### src/rtl/bcd_pkg.sv
// Shared constants, FSM encoding and index-width helper for the digit-serial BCD adder.
// Latency: none (package only).
// Backpressure: not applicable.
package bcd_pkg;

    localparam int DIGIT_W  = 4;
    localparam int BCD_MAX  = 9;
    localparam int BCD_CORR = 6;

    typedef enum logic [1:0] {
        ST_IDLE = 2'd0,
        ST_RUN  = 2'd1,
        ST_DONE = 2'd2
    } state_t;

    // A single-digit build still needs a 1-bit index register.
    function automatic int idx_width(input int n);
        return (n > 1) ? $clog2(n) : 1;
    endfunction

endpackage

### src/rtl/bcd_serial_adder_if.sv
// Operand/result handshake bundle for bcd_serial_adder; sub exists only with BCD_SUB_EN.
// Latency: none (wiring only).
// Backpressure: in_valid/in_ready on operands, out_valid/out_ready on the result.
interface bcd_serial_adder_if #(
    parameter int NDIGITS = 4
);
    localparam int W = bcd_pkg::DIGIT_W * NDIGITS;

    logic         in_valid;
    logic         in_ready;
    logic [W-1:0] a;
    logic [W-1:0] b;
    logic         cin;
`ifdef BCD_SUB_EN
    logic         sub;
`endif
    logic         out_valid;
    logic         out_ready;
    logic [W-1:0] sum;
    logic         cout;
    logic         err;

    modport master (
`ifdef BCD_SUB_EN
        output sub,
`endif
        output in_valid, a, b, cin, out_ready,
        input  in_ready, out_valid, sum, cout, err
    );

    modport slave (
`ifdef BCD_SUB_EN
        input  sub,
`endif
        input  in_valid, a, b, cin, out_ready,
        output in_ready, out_valid, sum, cout, err
    );

endinterface

### src/rtl/bcd_digit_add.sv
// One-digit BCD adder with decimal correction: digit + carry out.
// Latency: combinational.
// Backpressure: none.
module bcd_digit_add
    import bcd_pkg::*;
(
    input  logic [DIGIT_W-1:0] i_a,
    input  logic [DIGIT_W-1:0] i_b,
    input  logic               i_cin,
    output logic [DIGIT_W-1:0] o_d,
    output logic               o_cout
);
    localparam logic [DIGIT_W:0] MAX5  = BCD_MAX[DIGIT_W:0];
    localparam logic [DIGIT_W:0] CORR5 = BCD_CORR[DIGIT_W:0];

    logic [DIGIT_W:0] w_s5;
    logic [DIGIT_W:0] w_corr;

    always_comb begin
        w_s5   = {1'b0, i_a} + {1'b0, i_b} + {{DIGIT_W{1'b0}}, i_cin};
        w_corr = w_s5 + CORR5;
        o_d    = w_s5[DIGIT_W-1:0];
        o_cout = 1'b0;
        if (w_s5 > MAX5) begin
            o_d    = w_corr[DIGIT_W-1:0];
            o_cout = 1'b1;
        end
    end

endmodule

### src/rtl/bcd_serial_adder.sv
// Digit-serial packed-BCD adder (LSD first, one shared digit adder); BCD_SUB_EN adds ten's-complement A-B.
// Latency: out_valid rises NDIGITS edges after the accepting edge.
// Backpressure: in_ready only in IDLE; result held in DONE until out_ready.
module bcd_serial_adder
    import bcd_pkg::*;
#(
    parameter int NDIGITS = 4
) (
    input  logic               clk,
    input  logic               rst,
    bcd_serial_adder_if.slave  bus
);
    localparam int W  = DIGIT_W * NDIGITS;
    localparam int IW = idx_width(NDIGITS);
    localparam logic [IW-1:0]      LAST = IW'(NDIGITS - 1);
    localparam logic [DIGIT_W-1:0] MAXD = DIGIT_W'(BCD_MAX);

    state_t             r_state;
    state_t             w_next;
    logic [W-1:0]       r_a;
    logic [W-1:0]       r_b;
    logic [W-1:0]       r_sum;
    logic               r_carry;
    logic               r_err;
    logic [IW-1:0]      r_idx;
    logic [DIGIT_W-1:0] w_bdig;
    logic [DIGIT_W-1:0] w_d;
    logic               w_c;
    logic               w_bad;
    logic               w_accept;
    logic               w_in_ready;
    logic               w_out_valid;
`ifdef BCD_SUB_EN
    logic               r_sub;
`endif

    always_ff @(posedge clk or posedge rst) begin
        if (rst) r_state <= ST_IDLE;
        else     r_state <= w_next;
    end

    always_comb begin
        w_next      = r_state;
        w_in_ready  = 1'b0;
        w_out_valid = 1'b0;
        case (r_state)
            ST_IDLE: begin
                w_in_ready = 1'b1;
                if (bus.in_valid) w_next = ST_RUN;
            end
            ST_RUN:  if (r_idx == LAST) w_next = ST_DONE;
            ST_DONE: begin
                w_out_valid = 1'b1;
                if (bus.out_ready) w_next = ST_IDLE;
            end
            default: w_next = ST_IDLE;
        endcase
    end

    assign w_accept = w_in_ready && bus.in_valid;

    // The nines' complement is taken on the fly, so err still sees the raw B digit.
`ifdef BCD_SUB_EN
    assign w_bdig = r_sub ? (MAXD - r_b[DIGIT_W-1:0]) : r_b[DIGIT_W-1:0];
`else
    assign w_bdig = r_b[DIGIT_W-1:0];
`endif
    assign w_bad = (r_a[DIGIT_W-1:0] > MAXD) || (r_b[DIGIT_W-1:0] > MAXD);

    bcd_digit_add u_digit (
        .i_a    (r_a[DIGIT_W-1:0]),
        .i_b    (w_bdig),
        .i_cin  (r_carry),
        .o_d    (w_d),
        .o_cout (w_c)
    );

    always_ff @(posedge clk or posedge rst) begin
        if (rst) begin
            r_a     <= '0;
            r_b     <= '0;
            r_sum   <= '0;
            r_carry <= 1'b0;
            r_err   <= 1'b0;
            r_idx   <= '0;
`ifdef BCD_SUB_EN
            r_sub   <= 1'b0;
`endif
        end else if (w_accept) begin
            r_a     <= bus.a;
            r_b     <= bus.b;
            r_sum   <= '0;
            r_err   <= 1'b0;
            r_idx   <= '0;
`ifdef BCD_SUB_EN
            r_sub   <= bus.sub;
            r_carry <= bus.sub ? 1'b1 : bus.cin;
`else
            r_carry <= bus.cin;
`endif
        end else if (r_state == ST_RUN) begin
            // Result digits enter at the top so digit 0 lands at the bottom after NDIGITS shifts.
            r_a     <= r_a >> DIGIT_W;
            r_b     <= r_b >> DIGIT_W;
            r_sum   <= (r_sum >> DIGIT_W) | (W'(w_d) << (W - DIGIT_W));
            r_carry <= w_c;
            r_err   <= r_err | w_bad;
            r_idx   <= r_idx + IW'(1);
        end
    end

    assign bus.in_ready  = w_in_ready;
    assign bus.out_valid = w_out_valid;
    assign bus.sum       = r_sum;
    assign bus.cout      = r_carry;
    assign bus.err       = r_err;

endmodule
### src/flat_wrapper.sv
// flat-port wrapper written by rule: the top's interface ports become plain ports
module bcd_serial_adder_flat import bcd_pkg::*;
#(
    parameter int NDIGITS = 4
)
  (clk, rst, bus_in_valid, bus_a, bus_b, bus_cin, bus_out_ready, bus_in_ready, bus_out_valid, bus_sum, bus_cout, bus_err);
  bcd_serial_adder_if #(.NDIGITS(NDIGITS)) bus_i ();
  input  logic clk;
  input  logic rst;
  input wire logic [$bits(bus_i.in_valid)-1:0] bus_in_valid;
  input wire logic [$bits(bus_i.a)-1:0] bus_a;
  input wire logic [$bits(bus_i.b)-1:0] bus_b;
  input wire logic [$bits(bus_i.cin)-1:0] bus_cin;
  input wire logic [$bits(bus_i.out_ready)-1:0] bus_out_ready;
  output wire logic [$bits(bus_i.in_ready)-1:0] bus_in_ready;
  output wire logic [$bits(bus_i.out_valid)-1:0] bus_out_valid;
  output wire logic [$bits(bus_i.sum)-1:0] bus_sum;
  output wire logic [$bits(bus_i.cout)-1:0] bus_cout;
  output wire logic [$bits(bus_i.err)-1:0] bus_err;
  assign bus_i.in_valid = bus_in_valid;
  assign bus_i.a = bus_a;
  assign bus_i.b = bus_b;
  assign bus_i.cin = bus_cin;
  assign bus_i.out_ready = bus_out_ready;
  assign bus_in_ready = bus_i.in_ready;
  assign bus_out_valid = bus_i.out_valid;
  assign bus_sum = bus_i.sum;
  assign bus_cout = bus_i.cout;
  assign bus_err = bus_i.err;
  bcd_serial_adder #(.NDIGITS(NDIGITS)) u_core (.clk(clk), .rst(rst), .bus(bus_i));
endmodule
### config.mk
export PLATFORM = sky130hd
export DESIGN_NAME = bcd_serial_adder_flat
export DESIGN_NICKNAME = d
export VERILOG_FILES = /design/src/rtl/bcd_pkg.sv /design/src/rtl/bcd_serial_adder_if.sv /design/src/rtl/bcd_digit_add.sv /design/src/rtl/bcd_serial_adder.sv /design/src/flat_wrapper.sv
export SDC_FILE = /design/constraint.sdc
export NUM_CORES = 1
export LEC_CHECK = 0
export BUFFER_PORTS_ARGS = -buffer_cell sky130_fd_sc_hd__buf_2
export CORE_ASPECT_RATIO = 0.8
export CORE_MARGIN = 2
export CORE_UTILIZATION = 40
export CTS_BUF_LIST = sky130_fd_sc_hd__clkbuf_4
export DETAILED_ROUTE_END_ITERATION = 8
export SETUP_SLACK_MARGIN = 0.02
export SLEW_MARGIN = 10
export SYNTH_ARGS = -nofsm -noshare
export SYNTH_HDL_FRONTEND = slang
export SYNTH_SLANG_ARGS = --single-unit
### constraint.sdc
create_clock -name clk -period 3.3 [get_ports clk]
set_clock_uncertainty 0.2 [all_clocks]
set_input_delay 0.66 -clock clk [delete_from_list [all_inputs] [get_ports clk]]
set_output_delay 0.66 -clock clk [all_outputs]
set_load 0.005 [all_outputs]
==> impl_metrics.toml <==
[final_layout]
diodes = 0
area_delta_synth_final_pct = 16.6
drive_above_1_share = 0.240
final_nets = 352
mostFrequentLayoutCells = "56 x buf_2, 54 x dfrtp_1, 40 x o21ai_0"
fillers = 627
final_common_cell = "buf_2"
ff_latch_area_um2 = 1350
utilization = 0.476
multi_input_area_um2 = 1150

[clocking]
cts_buffers = 5
tritoncts = "done"
clk_pin_slew_worst_paths_ns = 0.14
clk_latency_ns = 0.38
cts_setup_buffers = 0
cts_hold_buf = 1
cts_buffer_depth = 2
cts_resized = 0
clockRootBuffer = "clkbuf_4"
h-tree-depth = 2
clock-sinks = 54

[hold_path]
worstHoldEndpoint = "u_core.r_b[15]"
hold_depth = 2
hp-start = "bus_b[15]"
hold_class = "in -> reg"

[die]
num_io_pins = 57
die_x_um = 93.7
floorplan.initialDensity = 0.408
rows = 26
core_um2 = 6310
die-area_um2 = 7110
dieHeight_um = 75.8

[setup_path]
rr_worst_depth = 9
r2r-end = "u_core.bus.sum[14]"
critPathKind = "reg -> reg"
worstPathRequired_ns = 3.38
startpoint_type = "flip-flop"
r2r_start = "u_core.bus.cout"
cp_max_fo = 3
rrSetupSlack_ns = 0.31
worstSetupEndpointType = "flip-flop"
critPathArrivalTime_ns = 3.06

[logic_synthesis]
syn_inst = 256
post_synth_instance_area_um2 = 2580
synth_cell_types = 28
synth_warnings = 0
yosysSeqAreaShare = 0.524
avgSynthCellArea_um2 = 10.1
synth-seq-cells = 54
syn_nets = 300

[power]
p_sw_mw = 1.15
power_density_nw_per_um2 = 940
clkPwrFrac = 0.105
p_leak_nw = 1.47
p_int_mw = 1.68
swShare = 0.406
comb_power_share = 0.480
p_total_mw = 2.83
p_seq_frac = 0.416
vdd_ir_drop_max_v = 0.000262

[run_status]
outcome = "completed"

[route]
drt_iter0_markers = 89
drc_errors = 0
firstDrtPassIters = 4
vias = 2089
antenna_left = 0
drt-total-wl_um = 5720
routed_via_density = 5.33
wire_per_inst_um = 14.6

[global_routing]
grt_util_all_layers = 0.171
grt_pass1_vias = 1889
grt_antenna_before_repair = 0
grt_overflow = 0
grt_first_pass_wirelength_um = 9450
grt_max_degree = 34

[timing]
finalSetupViolCount = 0
clock.fmax_mhz = 335
hold_violations = 0
setup_ws_ns = 0.313
fin_crit_ns = 2.99
relSlewSlack = 0.298
fin_crit_sh = 0.905
slew_violations = 0
worst_pin_slew_ns = 1.05
tns_ns = 0
grt_setup_unrepaired = "no"

[placement]
hpwl_um = 3960
io_buffers = 56
post-place-ws_ns = 0.345
gp_congestion = 0.760

[run]
drv_cap = 0
==> critical path: stages, from the launching register on <==
cell and delay, ns:
dfrtp_1 0.44, fa_1 0.47, fa_1 0.44, xnor2_2 0.17, ha_1 0.23, nor2b_1 0.13, a31o_1 0.22, nor3_2 0.17
nor2_1 0.11, mux2_4 0.30
==> layer usage <==
metal  track usage  vias up  share of wire
li1              -     1014              -
met1         0.250     1032           0.52
met2         0.255       37           0.43
met3        0.0485        6          0.042
met4        0.0386        0          0.011
met5             0        -              0
==> metrics by stage <==
stage / area (um2) / instances / hold WS [ns]
after floorplan: 2580 / 256 / 0.250
after global placement: 2940 / 384 / 0.264
after detailed placement: 2940 / 384 / 0.272
after CTS: 3010 / 392 / 0.281
after global routing: 3010 / 392 / 0.272
final: 3010 / 392 / 0.293
==> power by group through the flow <==
stage | Combinational [mW] | Sequential, mW | Clock (mW)
after floorplan | 1.04 | 1.10 | 0
after global placement | 1.33 | 1.18 | 0
after detailed placement | 1.36 | 1.19 | 0
after CTS | 1.37 | 1.18 | 0.310
after global routing | 1.54 | 1.23 | 0.330
final | 1.36 | 1.17 | 0.296
==> cells in the mapped netlist <==
master	count	area (um2)
a22o_1	16	140
nor3_1	1	5.00
inv_1	4	15.0
a21boi_1	1	7.51
a21oi_1	26	130
nand2_1	33	124
nand2b_1	2	12.5
or3_1	1	6.26
fa_1	2	40.0
and3b_1	16	140
o21bai_1	1	7.51
xnor2_2	1	16.3
clkbuf_1	11	41.3
buf_2	7	35.0
a31o_1	1	8.76
or2_1	1	6.26
a32o_1	1	10.0
mux2_4	1	15.0
and2_1	2	12.5
dfrtp_1	54	1350
nor3_2	1	10.0
ha_1	5	62.6
o21ai_0	40	200
nor2_1	3	11.3
a22oi_1	11	82.6
nand3_1	2	10.0
o31ai_1	1	7.51
nor2b_1	11	68.8
==> cells by family after synthesis <==
kind of cell             synth area share
AO/OA/AOI/OAI                       0.231
AND/OR/NAND/NOR                     0.158
flip-flops                          0.524
buffers and inverters              0.0354
adder cells (fa/ha/maj)            0.0398
XOR/XNOR                          0.00631
multiplexers                      0.00582
==> how the worst max path moves through the flow <==
stage	startpoint	slack, ns	cells past startpoint	endpoint
floorplan	u_core.bus.cout	0.51	9	u_core.bus.sum[13]
global placement	u_core.bus.cout	0.44	9	u_core.bus.sum[14]
detailed placement	u_core.bus.cout	0.35	9	u_core.bus.sum[13]
CTS	u_core.bus.cout	0.32	9	u_core.bus.sum[14]
global route	u_core.bus.cout	0.13	9	u_core.bus.sum[13]
finish	u_core.bus.cout	0.31	9	u_core.bus.sum[14]
==> sequential cells by signal, indices dropped and copies added, names as in the netlist <==
signal	cells
u_core.r_b	16
u_core.bus.cout	1
u_core.r_state	2
u_core.bus.sum	16
u_core.r_a	16
u_core.bus.err	1
u_core.r_idx	2
==> final cells by class <==
class,instances,area share
Sequential cell,54,0.450
Multi-Input combinational cell,180,0.381
Timing Repair Buffer,63,0.112
Tap cell,84,0.0350
Clock buffer,7,0.0175
Inverter,4,0.00500
Note: power is estimated with default switching activity, not from simulation.
